--- config.mk ---
export PLATFORM = sky130hd
export DESIGN_NAME = gray_ptr_tx
export DESIGN_NICKNAME = d
export VERILOG_FILES = /design/src/rtl/gray_ptr_tx.sv
export SDC_FILE = /design/constraint.sdc
export NUM_CORES = 1
export LEC_CHECK = 0
export CORE_AREA = 2 2 60 56
export CTS_CLUSTER_DIAMETER = 200
export DETAILED_ROUTE_END_ITERATION = 6
export DIE_AREA = 0 0 62 58
export PLACE_DENSITY = 0.79
export REMOVE_ABC_BUFFERS = 1
export SLEW_MARGIN = 20
export SYNTH_ARGS = -nofsm -noshare
export SYNTH_HDL_FRONTEND = slang
export SYNTH_SLANG_ARGS = --single-unit
--- constraint.sdc ---
create_clock -name w_clk_i -period 3.1 [get_ports w_clk_i]
set_clock_uncertainty 0.1 [all_clocks]
set_input_delay 0.93 -clock w_clk_i [delete_from_list [all_inputs] [get_ports w_clk_i]]
set_output_delay 0.93 -clock w_clk_i [all_outputs]
set_load 0.02 [all_outputs]
--- src/rtl/gray_ptr_tx.sv ---
// rtl/gray_ptr_tx.sv - write-side FIFO pointer publisher with Gray-coded output, full/level flags and read-pointer Gray checker
module gray_ptr_tx #(
    parameter int ADDR_WIDTH = 4,
    parameter int CNT_WIDTH  = 8
) (
    input  logic                  w_clk_i,
    input  logic                  w_rstn_i,
    input  logic                  w_inc_i,
    output logic                  w_wen_o,
    output logic [ADDR_WIDTH-1:0] w_addr_o,
    output logic [ADDR_WIDTH:0]   w_ptr_gray_o,
    input  logic [ADDR_WIDTH:0]   r_ptr_gray_sync_i,
    output logic                  w_full_o,
    output logic [ADDR_WIDTH:0]   w_level_o,
    output logic                  gray_err_o,
    output logic [CNT_WIDTH-1:0]  gray_err_cnt_o
);
    localparam int P = ADDR_WIDTH + 1;

    logic [P-1:0] w_bin;
    logic [P-1:0] bin_next;
    logic [P-1:0] gray_next;
    logic [P-1:0] r_bin;
    logic [P-1:0] full_gray;
    logic [P-1:0] r_gray_q;
    logic [P-1:0] r_diff;
    logic         acc;
    logic         viol;

    assign acc       = w_inc_i & ~w_full_o;
    assign w_wen_o   = acc;
    assign w_addr_o  = w_bin[ADDR_WIDTH-1:0];
    assign bin_next  = w_bin + {{(P-1){1'b0}}, acc};
    assign gray_next = bin_next ^ (bin_next >> 1);

    // Full when the write pointer is exactly one lap ahead of the read pointer:
    // in Gray terms that is the read pointer with its top two bits inverted.
    assign full_gray = {~r_ptr_gray_sync_i[P-1], ~r_ptr_gray_sync_i[P-2],
                        r_ptr_gray_sync_i[P-3:0]};

    always_comb begin
        r_bin = '0;
        for (int i = 0; i < P; i++) begin
            r_bin[i] = ^(r_ptr_gray_sync_i >> i);
        end
    end

    // More than one bit set in the sample-to-sample difference.
    assign r_diff = r_ptr_gray_sync_i ^ r_gray_q;
    assign viol   = (r_diff & (r_diff - 1'b1)) != '0;

    always_ff @(posedge w_clk_i or negedge w_rstn_i) begin
        if (!w_rstn_i) begin
            w_bin        <= '0;
            w_ptr_gray_o <= '0;
            w_full_o     <= 1'b0;
            w_level_o    <= '0;
        end else begin
            w_bin        <= bin_next;
            w_ptr_gray_o <= gray_next;
            w_full_o     <= (gray_next == full_gray);
            w_level_o    <= bin_next - r_bin;
        end
    end

    always_ff @(posedge w_clk_i or negedge w_rstn_i) begin
        if (!w_rstn_i) begin
            r_gray_q       <= '0;
            gray_err_o     <= 1'b0;
            gray_err_cnt_o <= '0;
        end else begin
            r_gray_q   <= r_ptr_gray_sync_i;
            gray_err_o <= viol;
            if (viol && (gray_err_cnt_o != {CNT_WIDTH{1'b1}})) begin
                gray_err_cnt_o <= gray_err_cnt_o + 1'b1;
            end
        end
    end
endmodule

==> results of run 1 <==
## routing by layer
metal | GRT usage [%] | vias to the layer above | share of wire [%]
met5 | 0 | - | 0
met4 | 6.38 | 0 | 1.6
met3 | 6.70 | 7 | 4.2
met2 | 31.3 | 20 | 55
met1 | 22.5 | 514 | 40
li1 | - | 507 | -
## area by class of cell
| type | count | area share (%) |
|---|---|---|
| Tap cell | 42 | 2.53 |
| Timing Repair Buffer | 59 | 25.2 |
| Inverter | 10 | 1.81 |
| Clock buffer | 7 | 2.66 |
| Multi-Input combinational cell | 75 | 31.3 |
| Clock inverter | 1 | 1.45 |
| Sequential cell | 29 | 35.0 |
## how the worst max path moves through the flow
stage                          from                      to  slack [ns]  cells after the start
2_1_floorplan               w_inc_i      w_full_o$_DFF_PN0_       -0.02                      8
3_3_place_gp   r_ptr_gray_sync_i[4]  w_level_o[4]$_DFF_PN0_       -0.36                     11
3_5_place_dp   r_ptr_gray_sync_i[3]  w_level_o[4]$_DFF_PN0_       -0.39                     11
4_1_cts                     w_inc_i      w_full_o$_DFF_PN0_        0.02                      9
5_1_grt                     w_inc_i      w_full_o$_DFF_PN0_       -0.01                      9
6_report                    w_inc_i      w_full_o$_DFF_PN0_        0.07                      9
## worst reg2reg max path, delay by kind of cell (launching register included)
kind	cells	cell delay (ns)
adders and majority gates	2	0.46
DFF	1	0.41
and+or+nand+nor	4	0.93
xor gates and xnor gates	2	0.34
## state kept, by name, summed over array words and instances (netlist names)
name            flops
gray_err_cnt_o      8
gray_err_o          1
r_gray_q            5
w_bin               5
w_full_o            1
w_level_o           5
w_ptr_gray_o        4
## report_power, final
part           total [mW]  internal [mW]  switching, mW
logic                1.51          0.818          0.697
registers           0.679          0.551          0.128
clock network       0.318          0.192          0.125
total                2.51           1.56          0.950
## layout by cell type, fill, tap and decap left out
| cell | instances |
|---|---|
| nor2b_2 | 1 |
| o21ai_2 | 1 |
| xor2_1 | 11 |
| nor2_1 | 5 |
| o21ba_2 | 1 |
| fa_1 | 1 |
| buf_4 | 27 |
| a211oi_1 | 2 |
| a21oi_1 | 4 |
| nor3_1 | 1 |
| nand3b_1 | 1 |
| bufinv_16 | 1 |
| ha_1 | 5 |
| xor2_2 | 4 |
| inv_1 | 10 |
| and3_1 | 2 |
| a21boi_0 | 1 |
| and2_1 | 1 |
| nor3_2 | 1 |
| nor4_2 | 1 |
| nand3_1 | 7 |
| xnor2_2 | 1 |
| clkbuf_8 | 1 |
| and4b_1 | 1 |
| clkbuf_4 | 5 |
| clkbuf_1 | 1 |
| nand2_1 | 3 |
| and4_1 | 1 |
| xnor2_1 | 13 |
| mux2_1 | 1 |
| ha_2 | 2 |
| clkdlybuf4s50_1 | 29 |
| or4_4 | 1 |
| dfrtp_1 | 29 |
| dlygate4sd2_1 | 2 |
| a21o_1 | 2 |
| dlymetal6s2s_1 | 1 |
## cells by family (layout without fill, tap and decap cells)
| kind of cell | count (synthesis) | in the layout | synth area share (%) |
|---|---|---|---|
| compound gates | 11 | 11 | 5.55 |
| xor+xnor | 29 | 29 | 19.0 |
| fa+ha+maj | 8 | 8 | 7.83 |
| buf+inv | 10 | 77 | 2.73 |
| flops | 29 | 29 | 52.8 |
| mux | 1 | 1 | 0.819 |
| simple gates | 26 | 26 | 11.3 |
## timing repair
item                                    CTS  global route
endpoints found under the setup margin    2             3
pin swaps                                 3             4
gates resized for setup                   3             7
setup buffers                             1             2
==> metrics.yaml, run 1 <==
timing:
  hold_viol: 0
  whs_ns: 0.427
  worst_slack_ns: 0.0667
  period_minus_slack_ns: 3.03
  setup_viol: 0
  fmax_mhz: 330
  setup-tns-final_ns: 0
  slew_viol_final: 0
  max_slew_margin_pct: 76.0
  worst_pin_slew_ns: 0.360
  period_share_pct: 97.8
clock_tree:
  clock_path_buffers: 2
  cts.sinks: 29
  numCtsBuffers: 5
  cts_tree: "built"
  htreeDepth: 2
  root_buffer: "clkbuf_4"
  hold_buffers: 0
  path_clk_slew_ns: 0.09
  clk_latency_ns: 0.33
critical_path:
  startpoint_type: "primary input"
  r2r_slack_ns: 0.79
  arrival_ns: 3.19
  reg2reg_depth: 8
  required_ns: 3.25
  critPathTopFamily: "simple AND/OR/NAND/NOR gates"
  cp_slowest_stage_delay_ns: 0.49
  r2r-end: "w_full_o$_DFF_PN0_"
  cp-end-kind: "flop"
  crit_path_cell_trace: "clkdlybuf4s50_1, nor2b_2, ha_1, ha_2, inv_1, xnor2_1, xor2_1, or4_4, nor3_2"
  slowest_stage: "or4_4"
  crit_type: "in2reg"
  r2r-start: "w_full_o$_DFF_PN0_"
  crit_buf_inv: 2
  critPathMaxFanout: 4
floorplanning:
  io_pins: 33
  initial_core_util_pct: 46.3
  dieHeight_um: 58
  coreArea_um2: 2970
  dieArea_um2: 3600
  fp.dieW_um: 62
  num_rows: 19
placement:
  place_ws_ns: -0.392
  gp_congestion: 0.850
  placed_cells: 212
  hpwlAfterDp_um: 2200
  portBuffers: 32
  placed_area_um2: 1930
logic_synthesis:
  ys_types: 27
  synth_top_area_cell: "dfrtp_1"
  netlist_area_um2: 1380
  synth-edff-count: 0
  ys_ff_latch: 29
  synthCells: 114
  synth.avg_cell_area_um2: 12.1
  ys_seq_area_share_pct: 52.8
  synthTopCellsByCount: "29 x dfrtp_1, 14 x xnor2_1, 14 x xor2_1"
  synthFlopType: "dfrtp_1"
  synth_area_leaders: "dfrtp_1 53%, xnor2_1 8.9%, xor2_1 8.9%"
  synth_top_area_share_pct: 52.8
  yosys_warnings: 0
  ys_async_sr_fraction_pct: 100
  synth_most_common_cell: "dfrtp_1"
final_layout:
  syn2layout_area_growth_pct: 50.8
  stdcell_area_um2: 2070
  fin_nets: 196
  n_fill_cell: 237
  n_antenna_cell: 0
  seq_area_um2: 726
  multiInputGateArea_um2: 649
  drive_above_1_share_pct: 26.0
  layout.cells.non_filler: 223
  utilization_pct: 69.8
grt:
  grt_pass1_vias: 1095
  antenna_found_initial: 0
  grt_first_pass_wirelength_um: 4840
  grtUsageTotal_pct: 18.9
  grt.overflow.total: 0
  grt_max_degree: 30
power:
  leakage_nw: 0.968
  p_per_area_nw_per_um2: 1210
  ir_drop_v: 0.000734
  p_total_mw: 2.51
min_path:
  min-delay-start: "gray_err_cnt_o[4]$_DFFE_PN0P_"
  hold_path_depth: 1
  whs_endpoint: "gray_err_cnt_o[4]$_DFFE_PN0P_"
  hp-class: "reg2reg"
route:
  drcViolationCount: 0
  via_per_inst: 4.70
  ant_nets: 0
  wl_um: 2980
  drtIter0Drc: 14
  vias: 1048
  drtPass1Iterations: 5
  wl_per_cell_um: 13.4
run_status:
  status: "finished, final reports clean"
job:
  drv_cap: 0
No activity file was read; power rests on OpenSTA's default activity.
==> run 2, diff against run 1 <==
--- a/config.mk
+++ b/config.mk
@@ -5,11 +5,11 @@
 export SDC_FILE = /design/constraint.sdc
 export NUM_CORES = 1
 export LEC_CHECK = 0
-export CORE_AREA = 2 2 60 56
+export CORE_AREA = 2 2 59 56
 export CTS_CLUSTER_DIAMETER = 200
 export DETAILED_ROUTE_END_ITERATION = 6
-export DIE_AREA = 0 0 62 58
-export PLACE_DENSITY = 0.79
+export DIE_AREA = 0 0 61 58
+export PLACE_DENSITY = 0.8
 export REMOVE_ABC_BUFFERS = 1
 export SLEW_MARGIN = 20
 export SYNTH_ARGS = -nofsm -noshare
==> constraint.sdc (replaced) <==
create_clock -name w_clk_i -period 3.8 [get_ports w_clk_i]
set_clock_uncertainty 0.1 [all_clocks]
set_input_delay 1.14 -clock w_clk_i [delete_from_list [all_inputs] [get_ports w_clk_i]]
set_output_delay 1.14 -clock w_clk_i [all_outputs]
set_load 0.02 [all_outputs]
==> metrics.yaml, run 2 (same netlist as run 1, synthesis figures left out) <==
timing:
  worst_slack_ns: 0.0687  # +0.00200 ns
  setup-tns-final_ns: 0  # unchanged
  period_share_pct: 98.2
  setup_viol: 0  # unchanged
  hold_viol: 0  # unchanged
  period_minus_slack_ns: 3.73
  worst_pin_slew_ns: 0.378  # +0.0182 ns
  slew_viol_final: 0  # unchanged
  fmax_mhz: 268
  max_slew_margin_pct: 74.6  # -1.4 points
  rsz0062_at_grt: "no"
final_layout:
  utilization_pct: 63.5  # -6.3 points
  layout_common_cells: "32 x clkdlybuf4s50_1, 29 x dfrtp_1, 14 x xnor2_1, 14 x xor2_1, 10 x inv_1"
  largest_reg_flops: 8  # unchanged
  n_fill_cell: 253  # +6.8%
  n_antenna_cell: 0  # unchanged
  syn2layout_area_growth_pct: 34.9
  stdcell_area_um2: 1860  # -11%
  regMostFlops: "gray_err_cnt_o"
  multiInputGateArea_um2: 612  # -5.8%
  drive_above_1_share_pct: 11.9  # -14 points
  seq_area_um2: 726  # unchanged
  final_common_cell: "clkdlybuf4s50_1"
  fin_nets: 176  # -10%
critical_path:
  slowest_stage: "clkdlybuf4s50_1"
  crit_type: "in2out"
  crit_buf_inv: 2  # unchanged
  arrival_ns: 2.49  # -0.70 ns
  critPathMaxFanout: 2  # -2
  required_ns: 2.56  # -0.69 ns
  path_depth: 3  # -6
  cp_slowest_stage_delay_ns: 0.66  # +0.17 ns
  startpoint_type: "primary input"
  critPathTopFamily: "buffers and inverters"
  crit_path_cell_trace: "clkdlybuf4s50_1, nor2b_1, clkdlybuf4s50_1"
  cp-end-kind: "output pin"
  crit_top_cell: "clkdlybuf4s50_1"
  reg2reg_depth: 8  # unchanged
route:
  drtIter0Drc: 46  # +32
  drtPass1Iterations: 4  # -1
  via_per_inst: 4.86  # +3.3%
  wl_um: 2850  # -4.5%
  drcViolationCount: 0  # unchanged
  ant_nets: 0  # unchanged
  wl_per_cell_um: 14.1  # +5.4%
  vias: 981  # -6.4%
clock_tree:
  cts_setup_buffers: 0  # -1
  path_clk_slew_ns: 0.08  # about the same
  cts_tree: "built"
  htreeDepth: 2  # unchanged
  cts_resized: 0  # -3
  numCtsBuffers: 5  # unchanged
  hold_buffers: 0  # unchanged
  clock_path_buffers: 2  # unchanged
  clk_latency_ns: 0.33  # about the same
  cts.sinks: 29  # unchanged
  root_buffer: "clkbuf_4"
grt:
  grtUsageTotal_pct: 19.1  # +0.24 points
  antenna_found_initial: 0  # unchanged
  grt.overflow.total: 0  # unchanged
  grt_first_pass_wirelength_um: 4760  # -1.6%
  grt_max_degree: 30  # unchanged
  grt_pass1_vias: 1063  # -2.9%
placement:
  hpwlAfterDp_um: 2190  # -0.80%
  portBuffers: 32  # unchanged
  placed_area_um2: 1800  # -6.6%
  gp_congestion: 0.752  # -12%
  place_ws_ns: -0.0187  # +0.373 ns
min_path:
  hold_path_depth: 1  # unchanged
  hp-class: "reg2reg"
floorplanning:
  coreArea_um2: 2920  # -1.6%
  dieHeight_um: 58  # unchanged
  fp.dieW_um: 61  # -1.6%
  dieArea_um2: 3540  # -1.6%
  num_rows: 19  # unchanged
  io_pins: 33  # unchanged
  initial_core_util_pct: 47.0  # +0.75 points
power:
  p_per_area_nw_per_um2: 958  # -21%
  leakage_nw: 0.836  # -14%
  seq_power_share_pct: 30.7  # +3.7 points
  p_sw_mw: 0.740  # -22%
  combPwrFrac_pct: 58.9  # -1.4 points
  p_int_mw: 1.04  # -34%
  sw_frac_of_total_pct: 41.7  # +3.8 points
  ir_drop_v: 0.000528  # -28%
  clockPowerShare_pct: 10.4  # -2.3 points
run_status:
  status: "finished, final reports clean"
job:
  drv_cap: 0  # unchanged
==> run 2: changes by cell type in the layout (fill, tap and decap cells not counted), sizes merged <==
cell	before	now
buf	27	7
clkdlybuf4s50	29	32
dlygate4sd2	2	0
bufinv	1	0
dlymetal6s2s	1	0
==> run 2: area by class of cell <==
type                            count  area share, %
Clock buffer                        7           2.97
Inverter                           10           2.02
Multi-Input combinational cell     75           33.0
Sequential cell                    29           39.1
Tap cell                           42           2.83
Timing Repair Buffer               39           20.1
==> run 2: final timing paths <==
kind	start	endpoint	slack [ns]
max in group asynchronous	w_rstn_i	w_ptr_gray_o[2]$_DFF_PN0_	2.23
min in group asynchronous	w_rstn_i	gray_err_cnt_o[3]$_DFFE_PN0P_	1.09
worst max-delay path	w_inc_i	w_wen_o	0.07
worst min register to register	gray_err_cnt_o[2]$_DFFE_PN0P_	gray_err_cnt_o[2]$_DFFE_PN0P_	0.42
worst max register to register	w_full_o$_DFF_PN0_	w_full_o$_DFF_PN0_	1.31
worst min-delay path	gray_err_cnt_o[2]$_DFFE_PN0P_	gray_err_cnt_o[2]$_DFFE_PN0P_	0.42
==> run 2: worst reg2reg max path, delay by kind of cell (launching register included) <==
kind	cells	cell delay (ns)
fa+ha+maj	2	0.55
flops	1	0.38
simple gates	4	1.01
xor+xnor	2	0.39
==> run 2: stage by stage <==
stage                     hold slack (ns)  std cells  power (mW)
final                               0.423        202        1.78
after CTS                           0.425        202        1.80
after floorplan                     0.504        114        1.17
after global routing                0.439        202        1.91
after detailed placement            0.413        195        1.60
after global placement              0.400        195        1.56
==> run 2: power groups by stage <==
stage / Clock [mW] / Sequential, mW / Combinational (mW)
2_1_floorplan: 0 / 0.698 / 0.475
3_3_place_gp: 0 / 0.546 / 1.02
3_5_place_dp: 0 / 0.551 / 1.05
4_1_cts: 0.194 / 0.546 / 1.06
5_1_grt: 0.205 / 0.564 / 1.14
6_report: 0.185 / 0.545 / 1.05
==> run 2: per-layer routing <==
layer | GRT usage, % | part of all wire [%] | wire length (um) | up-vias
met5 | 0 | 0 | 0 | -
met4 | 6.52 | 2.0 | 58 | 0
met3 | 7.37 | 5.3 | 152 | 7
met2 | 32.1 | 53 | 1510 | 25
met1 | 22.2 | 40 | 1130 | 480
li1 | - | - | - | 469
